$ cat src/rtl/mult_arbiter_pkg.sv
// Shared definitions for the two-requester multiplier arbiter: state encoding,
// default geometry and the owner-to-one-hot helper.
package mult_arb_pkg;

    localparam int unsigned WIDTH_DEF   = 32;
    localparam int unsigned TIMEOUT_DEF = 40;

    typedef enum logic [1:0] {
        ST_IDLE  = 2'd0,
        ST_START = 2'd1,
        ST_BUSY  = 2'd2,
        ST_DONE  = 2'd3
    } arb_state_e;

    function automatic logic [1:0] owner_onehot(input logic owner);
        return owner ? 2'b10 : 2'b01;
    endfunction

endpackage

$ cat src/rtl/mult_arbiter_if.sv
// Bundle of requester-side and multiplier-side signals around the arbiter.
// slave = arbiter view, master = requesters plus multiplier view.
interface mult_arbiter_if import mult_arb_pkg::*; #(
    parameter int unsigned WIDTH = WIDTH_DEF
);
    logic [1:0]       req_valid;
    logic [1:0]       req_ready;
    logic [WIDTH-1:0] req_a0;
    logic [WIDTH-1:0] req_b0;
    logic [WIDTH-1:0] req_a1;
    logic [WIDTH-1:0] req_b1;
    logic [1:0]       resp_valid;
    logic [WIDTH-1:0] resp_result;
    logic             resp_exception;
    logic [WIDTH-1:0] m_operandA;
    logic [WIDTH-1:0] m_operandB;
    logic             m_ctrl_MULT;
    logic [WIDTH-1:0] m_result;
    logic             m_exception;
    logic             m_resultRDY;

    modport slave (
        input  req_valid, req_a0, req_b0, req_a1, req_b1,
        input  m_result, m_exception, m_resultRDY,
        output req_ready, resp_valid, resp_result, resp_exception,
        output m_operandA, m_operandB, m_ctrl_MULT
    );

    modport master (
        output req_valid, req_a0, req_b0, req_a1, req_b1,
        output m_result, m_exception, m_resultRDY,
        input  req_ready, resp_valid, resp_result, resp_exception,
        input  m_operandA, m_operandB, m_ctrl_MULT
    );
endinterface

$ cat src/rtl/mult_arbiter_rr_pick2.sv
// Two-way round-robin pick: a lone request always wins, a tie goes to the
// requester named by rr_i. Purely combinational.
module rr_pick2 (
    input  logic [1:0] req_valid_i,
    input  logic       rr_i,
    output logic [1:0] grant_o,
    output logic       idx_o
);

    // Grant selection from the request pattern and the tie-break pointer
    always_comb begin
        grant_o = 2'b00;
        idx_o   = 1'b0;
        case (req_valid_i)
            2'b01: begin
                grant_o = 2'b01;
                idx_o   = 1'b0;
            end
            2'b10: begin
                grant_o = 2'b10;
                idx_o   = 1'b1;
            end
            2'b11: begin
                grant_o = rr_i ? 2'b10 : 2'b01;
                idx_o   = rr_i;
            end
            default: begin
                grant_o = 2'b00;
                idx_o   = 1'b0;
            end
        endcase
    end

endmodule

$ cat src/rtl/mult_arbiter.sv
// Shares one iterative multiplier between two requesters: round-robin accept,
// one-cycle start pulse, watchdog-guarded wait, one-cycle response to the owner.
module mult_arbiter import mult_arb_pkg::*; #(
    parameter int unsigned WIDTH   = WIDTH_DEF,
    parameter int unsigned TIMEOUT = TIMEOUT_DEF
) (
    input  logic            clock,
    input  logic            reset,
    mult_arbiter_if.slave   bus
);

    localparam int unsigned      CNT_W   = $clog2(TIMEOUT + 1);
    localparam logic [CNT_W-1:0] CNT_MAX = CNT_W'(TIMEOUT);

    arb_state_e       state_q, state_d;
    logic             rr_q, rr_d;
    logic             owner_q, owner_d;
    logic [CNT_W-1:0] cnt_q, cnt_d;
    logic [WIDTH-1:0] opa_q, opa_d;
    logic [WIDTH-1:0] opb_q, opb_d;
    logic [WIDTH-1:0] res_q, res_d;
    logic             exc_q, exc_d;
    logic             start_q, start_d;
    logic [1:0]       rvalid_q, rvalid_d;
    logic [1:0]       grant_s;
    logic             win_s;

    rr_pick2 u_pick (
        .req_valid_i (bus.req_valid),
        .rr_i        (rr_q),
        .grant_o     (grant_s),
        .idx_o       (win_s)
    );

    assign bus.req_ready      = (state_q == ST_IDLE) ? grant_s : 2'b00;
    assign bus.resp_valid     = rvalid_q;
    assign bus.resp_result    = res_q;
    assign bus.resp_exception = exc_q;
    assign bus.m_operandA     = opa_q;
    assign bus.m_operandB     = opb_q;
    assign bus.m_ctrl_MULT    = start_q;

    // Next-state and datapath loads; RDY is only honoured while BUSY
    always_comb begin
        state_d = state_q;
        rr_d    = rr_q;
        owner_d = owner_q;
        cnt_d   = cnt_q;
        opa_d   = opa_q;
        opb_d   = opb_q;
        res_d   = res_q;
        exc_d   = exc_q;
        case (state_q)
            ST_IDLE: begin
                if (grant_s != 2'b00) begin
                    owner_d = win_s;
                    opa_d   = win_s ? bus.req_a1 : bus.req_a0;
                    opb_d   = win_s ? bus.req_b1 : bus.req_b0;
                    state_d = ST_START;
                end else begin
                    state_d = ST_IDLE;
                end
            end
            ST_START: begin
                cnt_d   = {CNT_W{1'b0}};
                state_d = ST_BUSY;
            end
            ST_BUSY: begin
                if (cnt_q != CNT_MAX) begin
                    cnt_d = cnt_q + CNT_W'(1);
                end else begin
                    cnt_d = cnt_q;
                end
                // A result arriving on the watchdog's last cycle still counts
                if (bus.m_resultRDY) begin
                    res_d   = bus.m_result;
                    exc_d   = bus.m_exception;
                    state_d = ST_DONE;
                end else if (cnt_q == CNT_MAX) begin
                    res_d   = {WIDTH{1'b0}};
                    exc_d   = 1'b1;
                    state_d = ST_DONE;
                end else begin
                    state_d = ST_BUSY;
                end
            end
            ST_DONE: begin
                rr_d    = ~owner_q;
                state_d = ST_IDLE;
            end
            default: begin
                state_d = ST_IDLE;
            end
        endcase
        start_d  = (state_d == ST_START);
        rvalid_d = (state_d == ST_DONE) ? owner_onehot(owner_d) : 2'b00;
    end

    // State, datapath and registered outputs
    always_ff @(posedge clock or posedge reset) begin
        if (reset) begin
            state_q  <= ST_IDLE;
            rr_q     <= 1'b0;
            owner_q  <= 1'b0;
            cnt_q    <= {CNT_W{1'b0}};
            opa_q    <= {WIDTH{1'b0}};
            opb_q    <= {WIDTH{1'b0}};
            res_q    <= {WIDTH{1'b0}};
            exc_q    <= 1'b0;
            start_q  <= 1'b0;
            rvalid_q <= 2'b00;
        end else begin
            state_q  <= state_d;
            rr_q     <= rr_d;
            owner_q  <= owner_d;
            cnt_q    <= cnt_d;
            opa_q    <= opa_d;
            opb_q    <= opb_d;
            res_q    <= res_d;
            exc_q    <= exc_d;
            start_q  <= start_d;
            rvalid_q <= rvalid_d;
        end
    end

endmodule

$ cat src/flat_wrapper.sv
// flat-port wrapper written by rule: the top's interface ports become plain ports
module mult_arbiter_flat import mult_arb_pkg::*;
#(
    parameter int unsigned WIDTH   = WIDTH_DEF,
    parameter int unsigned TIMEOUT = TIMEOUT_DEF
)
  (clock, reset, bus_req_valid, bus_req_a0, bus_req_b0, bus_req_a1, bus_req_b1, bus_m_result, bus_m_exception, bus_m_resultRDY, bus_req_ready, bus_resp_valid, bus_resp_result, bus_resp_exception, bus_m_operandA, bus_m_operandB, bus_m_ctrl_MULT);
  mult_arbiter_if #(.WIDTH(WIDTH)) bus_i ();
  input  logic clock;
  input  logic reset;
  input wire logic [$bits(bus_i.req_valid)-1:0] bus_req_valid;
  input wire logic [$bits(bus_i.req_a0)-1:0] bus_req_a0;
  input wire logic [$bits(bus_i.req_b0)-1:0] bus_req_b0;
  input wire logic [$bits(bus_i.req_a1)-1:0] bus_req_a1;
  input wire logic [$bits(bus_i.req_b1)-1:0] bus_req_b1;
  input wire logic [$bits(bus_i.m_result)-1:0] bus_m_result;
  input wire logic [$bits(bus_i.m_exception)-1:0] bus_m_exception;
  input wire logic [$bits(bus_i.m_resultRDY)-1:0] bus_m_resultRDY;
  output wire logic [$bits(bus_i.req_ready)-1:0] bus_req_ready;
  output wire logic [$bits(bus_i.resp_valid)-1:0] bus_resp_valid;
  output wire logic [$bits(bus_i.resp_result)-1:0] bus_resp_result;
  output wire logic [$bits(bus_i.resp_exception)-1:0] bus_resp_exception;
  output wire logic [$bits(bus_i.m_operandA)-1:0] bus_m_operandA;
  output wire logic [$bits(bus_i.m_operandB)-1:0] bus_m_operandB;
  output wire logic [$bits(bus_i.m_ctrl_MULT)-1:0] bus_m_ctrl_MULT;
  assign bus_i.req_valid = bus_req_valid;
  assign bus_i.req_a0 = bus_req_a0;
  assign bus_i.req_b0 = bus_req_b0;
  assign bus_i.req_a1 = bus_req_a1;
  assign bus_i.req_b1 = bus_req_b1;
  assign bus_i.m_result = bus_m_result;
  assign bus_i.m_exception = bus_m_exception;
  assign bus_i.m_resultRDY = bus_m_resultRDY;
  assign bus_req_ready = bus_i.req_ready;
  assign bus_resp_valid = bus_i.resp_valid;
  assign bus_resp_result = bus_i.resp_result;
  assign bus_resp_exception = bus_i.resp_exception;
  assign bus_m_operandA = bus_i.m_operandA;
  assign bus_m_operandB = bus_i.m_operandB;
  assign bus_m_ctrl_MULT = bus_i.m_ctrl_MULT;
  mult_arbiter #(.WIDTH(WIDTH), .TIMEOUT(TIMEOUT)) u_core (.clock(clock), .reset(reset), .bus(bus_i));
endmodule
$ cat config.mk
export PLATFORM = sky130hd
export DESIGN_NAME = mult_arbiter_flat
export DESIGN_NICKNAME = d
export VERILOG_FILES = /design/src/rtl/mult_arbiter_pkg.sv /design/src/rtl/mult_arbiter_if.sv /design/src/rtl/mult_arbiter_rr_pick2.sv /design/src/rtl/mult_arbiter.sv /design/src/flat_wrapper.sv
export SDC_FILE = /design/constraint.sdc
export NUM_CORES = 1
export LEC_CHECK = 0
export ABC_AREA = 1
export BUFFER_PORTS_ARGS = -buffer_cell sky130_fd_sc_hd__buf_4
export CELL_PAD_IN_SITES_DETAIL_PLACEMENT = 1
export CELL_PAD_IN_SITES_GLOBAL_PLACEMENT = 2
export CORE_MARGIN = 2
export CORE_UTILIZATION = 21
export CTS_CLUSTER_SIZE = 28
export DETAILED_ROUTE_END_ITERATION = 16
export HOLD_SLACK_MARGIN = 0.06
export PLACE_DENSITY_LB_ADDON = 0.1
export SLEW_MARGIN = 0
export SYNTH_ARGS = -nofsm -noshare
export SYNTH_HDL_FRONTEND = slang
export SYNTH_SLANG_ARGS = --single-unit
$ cat constraint.sdc
create_clock -name clock -period 3.3 [get_ports clock]
set_input_delay 0.495 -clock clock [delete_from_list [all_inputs] [get_ports clock]]
set_output_delay 0.495 -clock clock [all_outputs]
set_load 0.005 [all_outputs]
[Yosys cells after proc, flatten, opt, wreduce, memory -nomap -nowiden]
Cells that the tools add are included.
Word-level totals
  bits in registers: 110
  output and inout port bits: 102
  logic and storage cells: 50
Cells by class
  add/subtract/negate cells: 1
  equality and inequality tests: 11
  muxes and demuxes: 20
  bitwise gates (word level): 1
  reductions and logical operators: 7
Operator list (count)
  32-bit two-way mux: 4
  6-bit case mux with 2 select lines: 1
  2-bit equality test (second input constant): 5
  2-bit two-way mux: 5
  2-bit case mux with 4 select lines: 1
  6-bit by 1-bit adder with 6-bit output (second input constant): 1
  2-bit by 1-bit equality test with 1-bit output (second input constant): 3
  6-bit equality test (second input constant): 1
  1-bit two-way mux: 6
  6-bit two-way mux: 1
  6-bit != test (second input constant): 1
  2-bit case mux with 3 select lines: 1
  2-bit AND reduction: 3
  2-bit nonzero test: 3
  2-bit zero test: 1
  2-bit by 1-bit != test with 1-bit output (second input constant): 1
  1-bit case mux with 2 select lines: 1
  1-bit NOT: 1

[Depth between registers and ports, before layout]
Gate-level depths: netlist of the first run.
  depth in word-level cells: 7
  depth in mapped cells: 10

[Modules after synthesis]
Synthesis of the first run repeated with hierarchy kept, for this count alone.
Second synthesis, totals
  cell total of the unflattened synthesis: 579
  area, all modules: 4885.9 um^2
By module, submodules not included
  mult_arbiter: instances 1, cells each 573, area each 4860.9 um^2, seq. area each 2752.6 um^2
  rr_pick2: instances 1, cells each 6, area each 25.0 um^2, seq. area each 0.0 um^2

[Worst setup path before layout of the first run]
OpenSTA, ideal clock, no wires.
  path type: input port to output port
  from: input port bus_req_valid[0]
  to: output port bus_req_ready[1]
  arrival time: 1.086 ns
  required time: 2.805 ns
  path slack: 1.719 ns
  stages: 6
  path buffers: 2
  cells stage by stage: nand3_1 -> nand2_2 -> inv_2 -> buf_6 -> buf_2 -> nor2_1
Between the ends
  longest elaborated chain between the ends: 3
Ends and longest elaborated chain
  start, declared: RTL line flat_wrapper.sv:11  | input wire logic [$bits(bus_i.req_valid)-1:0] bus_req_valid;
  2-bit equality test or 2-bit by 1-bit equality test with 1-bit output (tied branches): RTL line mult_arbiter_rr_pick2.sv:14  | case (req_valid_i)
  2-bit case mux with 3 select lines (*): RTL line mult_arbiter_rr_pick2.sv:14
  2-bit two-way mux (*): RTL line mult_arbiter.sv:35  | assign bus.req_ready = (state_q == ST_IDLE) ? grant_s : 2'b00;
  end, declared: RTL line flat_wrapper.sv:19  | output wire logic [$bits(bus_i.req_ready)-1:0] bus_req_ready;
Every way passes the cells marked *; elsewhere a longest branch is shown, timed or not.

[Final worst setup path of the first run]
  from: register u_core.state_q[1]
  to: register u_core.opb_q[29] (netlist: u_core.bus.m_operandB[29])
Between the ends
  longest elaborated chain between the ends: 2
Ends and longest elaborated chain
  start, declared: RTL line mult_arbiter.sv:15  | arb_state_e state_q, state_d;
  start signal, assigned: RTL line mult_arbiter.sv:113  | state_q <= state_d;
  2-bit zero test: RTL line mult_arbiter.sv:53  | case (state_q)
  2-bit AND reduction (no source line)
  end signal, assigned: RTL line mult_arbiter.sv:107  | opb_q <= {WIDTH{1'b0}};
  end signal, assigned: RTL line mult_arbiter.sv:118  | opb_q <= opb_d;
  end, declared: RTL line mult_arbiter.sv:20  | logic [WIDTH-1:0] opb_q, opb_d;
Every way passes these cells.
A chain may end at the register's enable or synchronous reset.

==> impl_metrics.env, run 1 <==
export IMPL_outcome="finished, final reports clean"
export IMPL_final_cell_mix="buf_4 (274), nand2_1 (141), dfrtp_1 (110), nor2_1 (73)"
export IMPL_finalPower_mw=6.14
export IMPL_clkSinkCount=110
export IMPL_die_x_microns=155
export IMPL_antenna_cells=0
export IMPL_period_minus_slack_ps=1950
export IMPL_synth_seq_cells=110
export IMPL_grt_pass1_vias=5159
export IMPL_vias_per_cell=4.37
export IMPL_synth_compound_area_share=0.146
export IMPL_power_per_cell_area_nw_per_um2=833
export IMPL_crit_buf_inv=3
export IMPL_cts_setup_buffers=0
export IMPL_setup_worst_path_class="reg2reg"
export IMPL_use_met2=0.249
export IMPL_nets=989
export IMPL_place_congestion=0.759
export IMPL_worstPathCellList="inv_1 > ha_1 > o21ai_4 > inv_2 > buf_4 > o21ai_0 > o21ai_0"
export IMPL_ant_nets=0
export IMPL_vdd_ir_drop_worst_v=0.000239
export IMPL_setup_viol=0
export IMPL_critPathArrivalTime_ps=2220
export IMPL_path_max_fanout=32
export IMPL_drive_gt1_frac=0.362
export IMPL_final_core_util=0.327
export IMPL_yosysWarnings=0
export IMPL_die_y_microns=155
export IMPL_synth_area_mux_share=0
export IMPL_synth_adder_area_share=0.0156
export IMPL_syn_inst=568
export IMPL_hold_buffers=0
export IMPL_grt_pass1_wl_microns=28800
export IMPL_cp_required_ps=3570
export IMPL_critPathLaunchType="flop"
export IMPL_drc=0
export IMPL_detailedPlacementHpwl_microns=13500
export IMPL_synth_top_family_by_area="simple AND/OR/NAND/NOR gates"
export IMPL_synthSimpleGateAreaFrac=0.214
export IMPL_root_buffer="clkbuf_16"
export IMPL_htree_levels=3
export IMPL_synth_top_area_frac=0.572
export IMPL_cts_inserted_buffers=9
export IMPL_avgSynthCellArea_sq_um=8.47
export IMPL_yosys_area_top_type="dfrtp_1"
export IMPL_placed_area_sq_um=7100
export IMPL_final_area_sq_um=7370
export IMPL_wl_per_cell_microns=17.0
export IMPL_finalCritPeriodShare=0.592
export IMPL_use_met3=0.0560
export IMPL_synth_fp_nets=740
export IMPL_core_region_area_sq_um=22600
export IMPL_timing_critical_path_mode_cell="o21ai_0"
export IMPL_slowest_delay_ps=410
export IMPL_clk_pin_slew_ps=70
export IMPL_top_usage_layer="met2"
export IMPL_dieArea_sq_um=24100
export IMPL_hold_viol=0
export IMPL_tightest_slew_ps=788
export IMPL_clkLatencyLatePin_ps=350
export IMPL_cts_resized=0
export IMPL_start_util=0.213
export IMPL_synth_area_leaders="dfrtp_1 (57%), nand2_1 (11%), o21ai_0 (7.0%)"
export IMPL_fmax_mhz=512
export IMPL_synthToLayoutAreaGrowth_pct=53.2
export IMPL_cts_tree="done"
export IMPL_cts_max_path_buffers=2
export IMPL_num_io_pins=268
export IMPL_layout_commonest_cell="buf_4"
export IMPL_slew_violations=0
export IMPL_slowest_stage="dfrtp_1"
export IMPL_fill_cells=2696
export IMPL_setup_tns_ps=0
export IMPL_grt_use_met1=0.190
export IMPL_grt_max_degree=69
export IMPL_endpoint_kind="flop"
export IMPL_row_count=55
export IMPL_max_slew_margin_rel=0.475
export IMPL_rsz0062_at_grt="false"
export IMPL_antenna_found_initial=0
export IMPL_drt_wl_total_microns=18800
export IMPL_cap_violations=0
export IMPL_place_port_buffers=267
export IMPL_grt_overflow=0
export IMPL_power_leakage_nw=3.74
export IMPL_hold_path_class="in2async"
export IMPL_cp_top_family="buffers and inverters"
export IMPL_dr_pass1_iters=4
export IMPL_skew_ps=10.1
export IMPL_syn_area_sq_um=4810
export IMPL_grt_usage=0.153
export IMPL_drt_initial_drc_count=216
export IMPL_num_vias=4829
export IMPL_synth_cell_types=21
export IMPL_synth_xor_area_share=0.00364
export IMPL_ys_seq_area_frac=0.572
## path summary, 6_finish.rpt
check                      slack [ps]  cells after the start                         end         startpoint
max                              1350                      7   u_core.bus.m_operandB[29]  u_core.state_q[1]
min                               240                      3  u_core.bus.resp_result[19]              reset
max reg2reg                      1350                      7   u_core.bus.m_operandB[29]  u_core.state_q[1]
min reg2reg                       440                      1                 u_core.rr_q     u_core.owner_q
max in group asynchronous        2680                      3    u_core.bus.m_operandA[3]              reset
min in group clock                380                      3  u_core.bus.resp_result[11]   bus_m_result[11]
## per-stage QoR
stage / hold WS, ps / setup WS [ps] / instances
after detailed placement: 453 / 1290 / 1091
after CTS: 235 / 1270 / 1105
final: 237 / 1350 / 1105
after global routing: 248 / 1070 / 1105
after floorplan: 417 / 1480 / 568
after global placement: 443 / 1340 / 1091
## cell families (layout without fill, tap and decap cells)
kind of cell	count (synthesis)	after routing
flops	110	110
buf+inv	52	304
simple gates	259	259
fa+ha+maj	6	6
compound gates	139	139
xor+xnor	2	2
## per-layer routing
layer | share of wire | up-vias
met5 | 0 | -
met3 | 0.086 | 17
met2 | 0.47 | 173
li1 | - | 2347
met4 | 0.020 | 0
met1 | 0.42 | 2292
## power by group
group	internal, mW	switching (mW)
combinational	1.31	1.40
clock	0.547	0.515
sequential	1.99	0.381
## worst min-delay path, cell delays in order
cell and delay, ps:
buf_4 120, clkinvlp_4 100, buf_12 250
## state kept, by name, indices dropped and copies added (netlist names)
name / cells
u_core.bus.resp_result: 32
u_core.bus.resp_valid: 2
u_core.rr_q: 1
u_core.owner_q: 1
u_core.cnt_q: 6
u_core.bus.m_ctrl_MULT: 1
u_core.bus.m_operandB: 32
u_core.state_q: 2
u_core.bus.m_operandA: 32
u_core.bus.resp_exception: 1
## cells in the mapped netlist (all sizes together)
cell	number
nand4	1
nor2	73
o21ai	136
ha	6
buf	23
clkbuf	15
inv	14
xor2	1
dfrtp	110
nand3	42
o22ai	1
a21oi	2
nand2	143
xnor2	1
## final cells by class
type | instances | area (sq um) | area share
clock buffers | 11 | 253 | 0.0343
clock inverters | 3 | 21.3 | 0.00288
flip-flops and latches | 110 | 2750 | 0.373
inverters | 14 | 56.3 | 0.00764
multi-input cells | 406 | 1840 | 0.249
well taps | 285 | 357 | 0.0484
repair buffers | 276 | 2100 | 0.284
Note: power is estimated with default switching activity, not from simulation.
==> run 2: changes to the inputs <==
==> constraint.sdc (replaced) <==
create_clock -name clock -period 1.75 [get_ports clock]
set_input_delay 0.2625 -clock clock [delete_from_list [all_inputs] [get_ports clock]]
set_output_delay 0.2625 -clock clock [all_outputs]
set_load 0.005 [all_outputs]
==> run 2 against run 1 <==
Non-clock buffer count rose by 9; sequential share of layout area fell by 0.95 points; combinational power rose by 99%; register-to-register slack got worse by 1200 ps; power rose by 99%; largest cell class unchanged; highest routed layer unchanged.
==> impl_metrics.env, run 2 (synthesis gave the netlist of run 1 again) <==
export IMPL_grt_overflow=0
export IMPL_drc=0
export IMPL_drive_gt1_frac=0.374
export IMPL_crit_buf_inv=3
export IMPL_hold_path_class="in2reg"
export IMPL_dr_max_layer_used="met4"
export IMPL_die_x_microns=155
export IMPL_period_minus_slack_ps=1660
export IMPL_vias_per_cell=4.37
export IMPL_synthToLayoutAreaGrowth_pct=57.3
export IMPL_worstPathCellList="inv_1 > ha_4 > inv_2 > nor2_2 > buf_4"
export IMPL_endpoint_kind="output pin"
export IMPL_grt_pass1_vias=5091
export IMPL_met3WireLength_microns=1470
export IMPL_htree_levels=3
export IMPL_slowest_stage="dfrtp_1"
export IMPL_start_util=0.213
export IMPL_path_max_fanout=4
export IMPL_critPathLaunchType="flop"
export IMPL_clkLatencyLatePin_ps=360
export IMPL_cts_max_path_buffers=2
export IMPL_place_congestion=0.775
export IMPL_power_per_cell_area_nw_per_um2=1610
export IMPL_fmax_mhz=602
export IMPL_max_slew_margin_rel=0.728
export IMPL_setup_worst_path_class="reg2out"
export IMPL_power_leakage_nw=3.82
export IMPL_nets=998
export IMPL_finalPower_mw=12.2
export IMPL_vdd_ir_drop_worst_v=0.000506
export IMPL_num_io_pins=268
export IMPL_cts_inserted_buffers=9
export IMPL_grt_max_degree=56
export IMPL_pre_cts_ws_ps=179
export IMPL_dr_wl_met2_microns=9030
export IMPL_ant_nets=0
export IMPL_setup_viol=0
export IMPL_fill_cells=2654
export IMPL_slew_violations=0
export IMPL_antenna_found_initial=0
export IMPL_slowest_delay_ps=400
export IMPL_hold_viol=0
export IMPL_root_buffer="clkbuf_16"
export IMPL_cts_setup_buffers=0
export IMPL_finalHoldWorstSlack_ps=148
export IMPL_setup_slack_ps=87.6
export IMPL_detailedPlacementHpwl_microns=13900
export IMPL_critPathArrivalTime_ps=1400
export IMPL_row_count=55
export IMPL_clkSinkCount=110
export IMPL_cp_required_ps=1490
export IMPL_wl_met1_microns=8120
export IMPL_multiInputGateArea_sq_um=1850
export IMPL_layout_commonest_cell="buf_4"
export IMPL_finalCritPeriodShare=0.950
export IMPL_antenna_cells=0
export IMPL_tightest_slew_ps=408
export IMPL_cts_tree="done"
export IMPL_clk_pin_slew_ps=80
export IMPL_core_region_area_sq_um=22600
export IMPL_die_y_microns=155
export IMPL_num_vias=4879
export IMPL_skew_ps=14.8
export IMPL_cp_top_family="flip-flops"
export IMPL_cap_violations=0
export IMPL_final_cell_mix="buf_4 (278), nand2_1 (141), dfrtp_1 (109), nor2_1 (72)"
export IMPL_final_seq_area_sq_um=2750
export IMPL_outcome="finished, final reports clean"
export IMPL_place_port_buffers=267
export IMPL_dieArea_sq_um=24100
export IMPL_drt_wl_total_microns=18900
export IMPL_drt_initial_drc_count=159
export IMPL_grt_pass1_wl_microns=29200
export IMPL_grt_usage=0.154
export IMPL_wl_per_cell_microns=16.9
export IMPL_dr_pass1_iters=4
## run 2: changes by cell type in the layout (fill, tap and decap cells not counted)
cell and change:
inv_1 -1, bufinv_16 +2, buf_4 +4, ha_1 -1, dfrtp_1 -1, ha_4 +1
buf_12 +4, inv_2 +1, nor2_1 -1, dfrtp_2 +1, nor2_2 +1, dlygate4sd3_1 +1
## run 2: worst paths after layout
| check | end | slack [ps] | cells after the start | from |
|---|---|---|---|---|
| setup / recovery | bus_req_ready[1] | 90 | 5 | u_core.state_q[0] |
| hold / removal | u_core.bus.resp_result[20] | 150 | 3 | bus_m_result[20] |
| setup reg to reg | u_core.cnt_q[1] | 160 | 6 | u_core.state_q[0] |
| hold reg to reg | u_core.rr_q | 450 | 1 | u_core.owner_q |
| max in group asynchronous | u_core.bus.m_operandB[25] | 870 | 4 | reset |
| min in group asynchronous | u_core.bus.resp_result[23] | 580 | 4 | reset |
## run 2: what timing repair did
| action | 4_1_cts | 5_1_grt |
|---|---|---|
| setup endpoints to repair | 1 | 6 |
| gates resized for setup | 2 | 3 |
| endpoints found under the hold margin | 81 | 0 |
| hold buffers | 1 | 0 |
| pin swaps | 1 | 1 |
## run 2: area by class of cell
type / instances / share of cell area
Clock buffer: 11 / 0.0334
Tap cell: 285 / 0.0471
Clock inverter: 5 / 0.0107
Timing Repair Buffer: 285 / 0.293
Sequential cell: 110 / 0.364
Multi-Input combinational cell: 406 / 0.245
Inverter: 14 / 0.00744
## run 2: power by group
group / switching, mW / internal, mW / leakage [nW]
Sequential: 0.718 / 3.76 / 1.36
Combinational: 2.72 / 2.67 / 2.30
Clock: 1.01 / 1.34 / 0.162
Total: 4.44 / 7.76 / 3.82
## run 2: stage by stage
step                      setup TNS (ps)  instances   util  area (sq um)
after floorplan                        0        568      -          4820
after global routing               -4.69       1116  0.335          7570
final                                  0       1116  0.335          7570
after CTS                              0       1116  0.335          7560
after detailed placement               0       1099  0.319          7210
after global placement                 0       1099  0.319          7210
## run 2: worst min-delay path, cell delays in order
cell and delay [ps]:
buf_4 80, nand3_1 60, nand2_1 60
## run 2: per-layer routing
metal,vias up,global-route usage
met3,15,0.0487
met5,-,0
li1,2367,-
met1,2334,0.197
met2,163,0.252
met4,0,0.0437
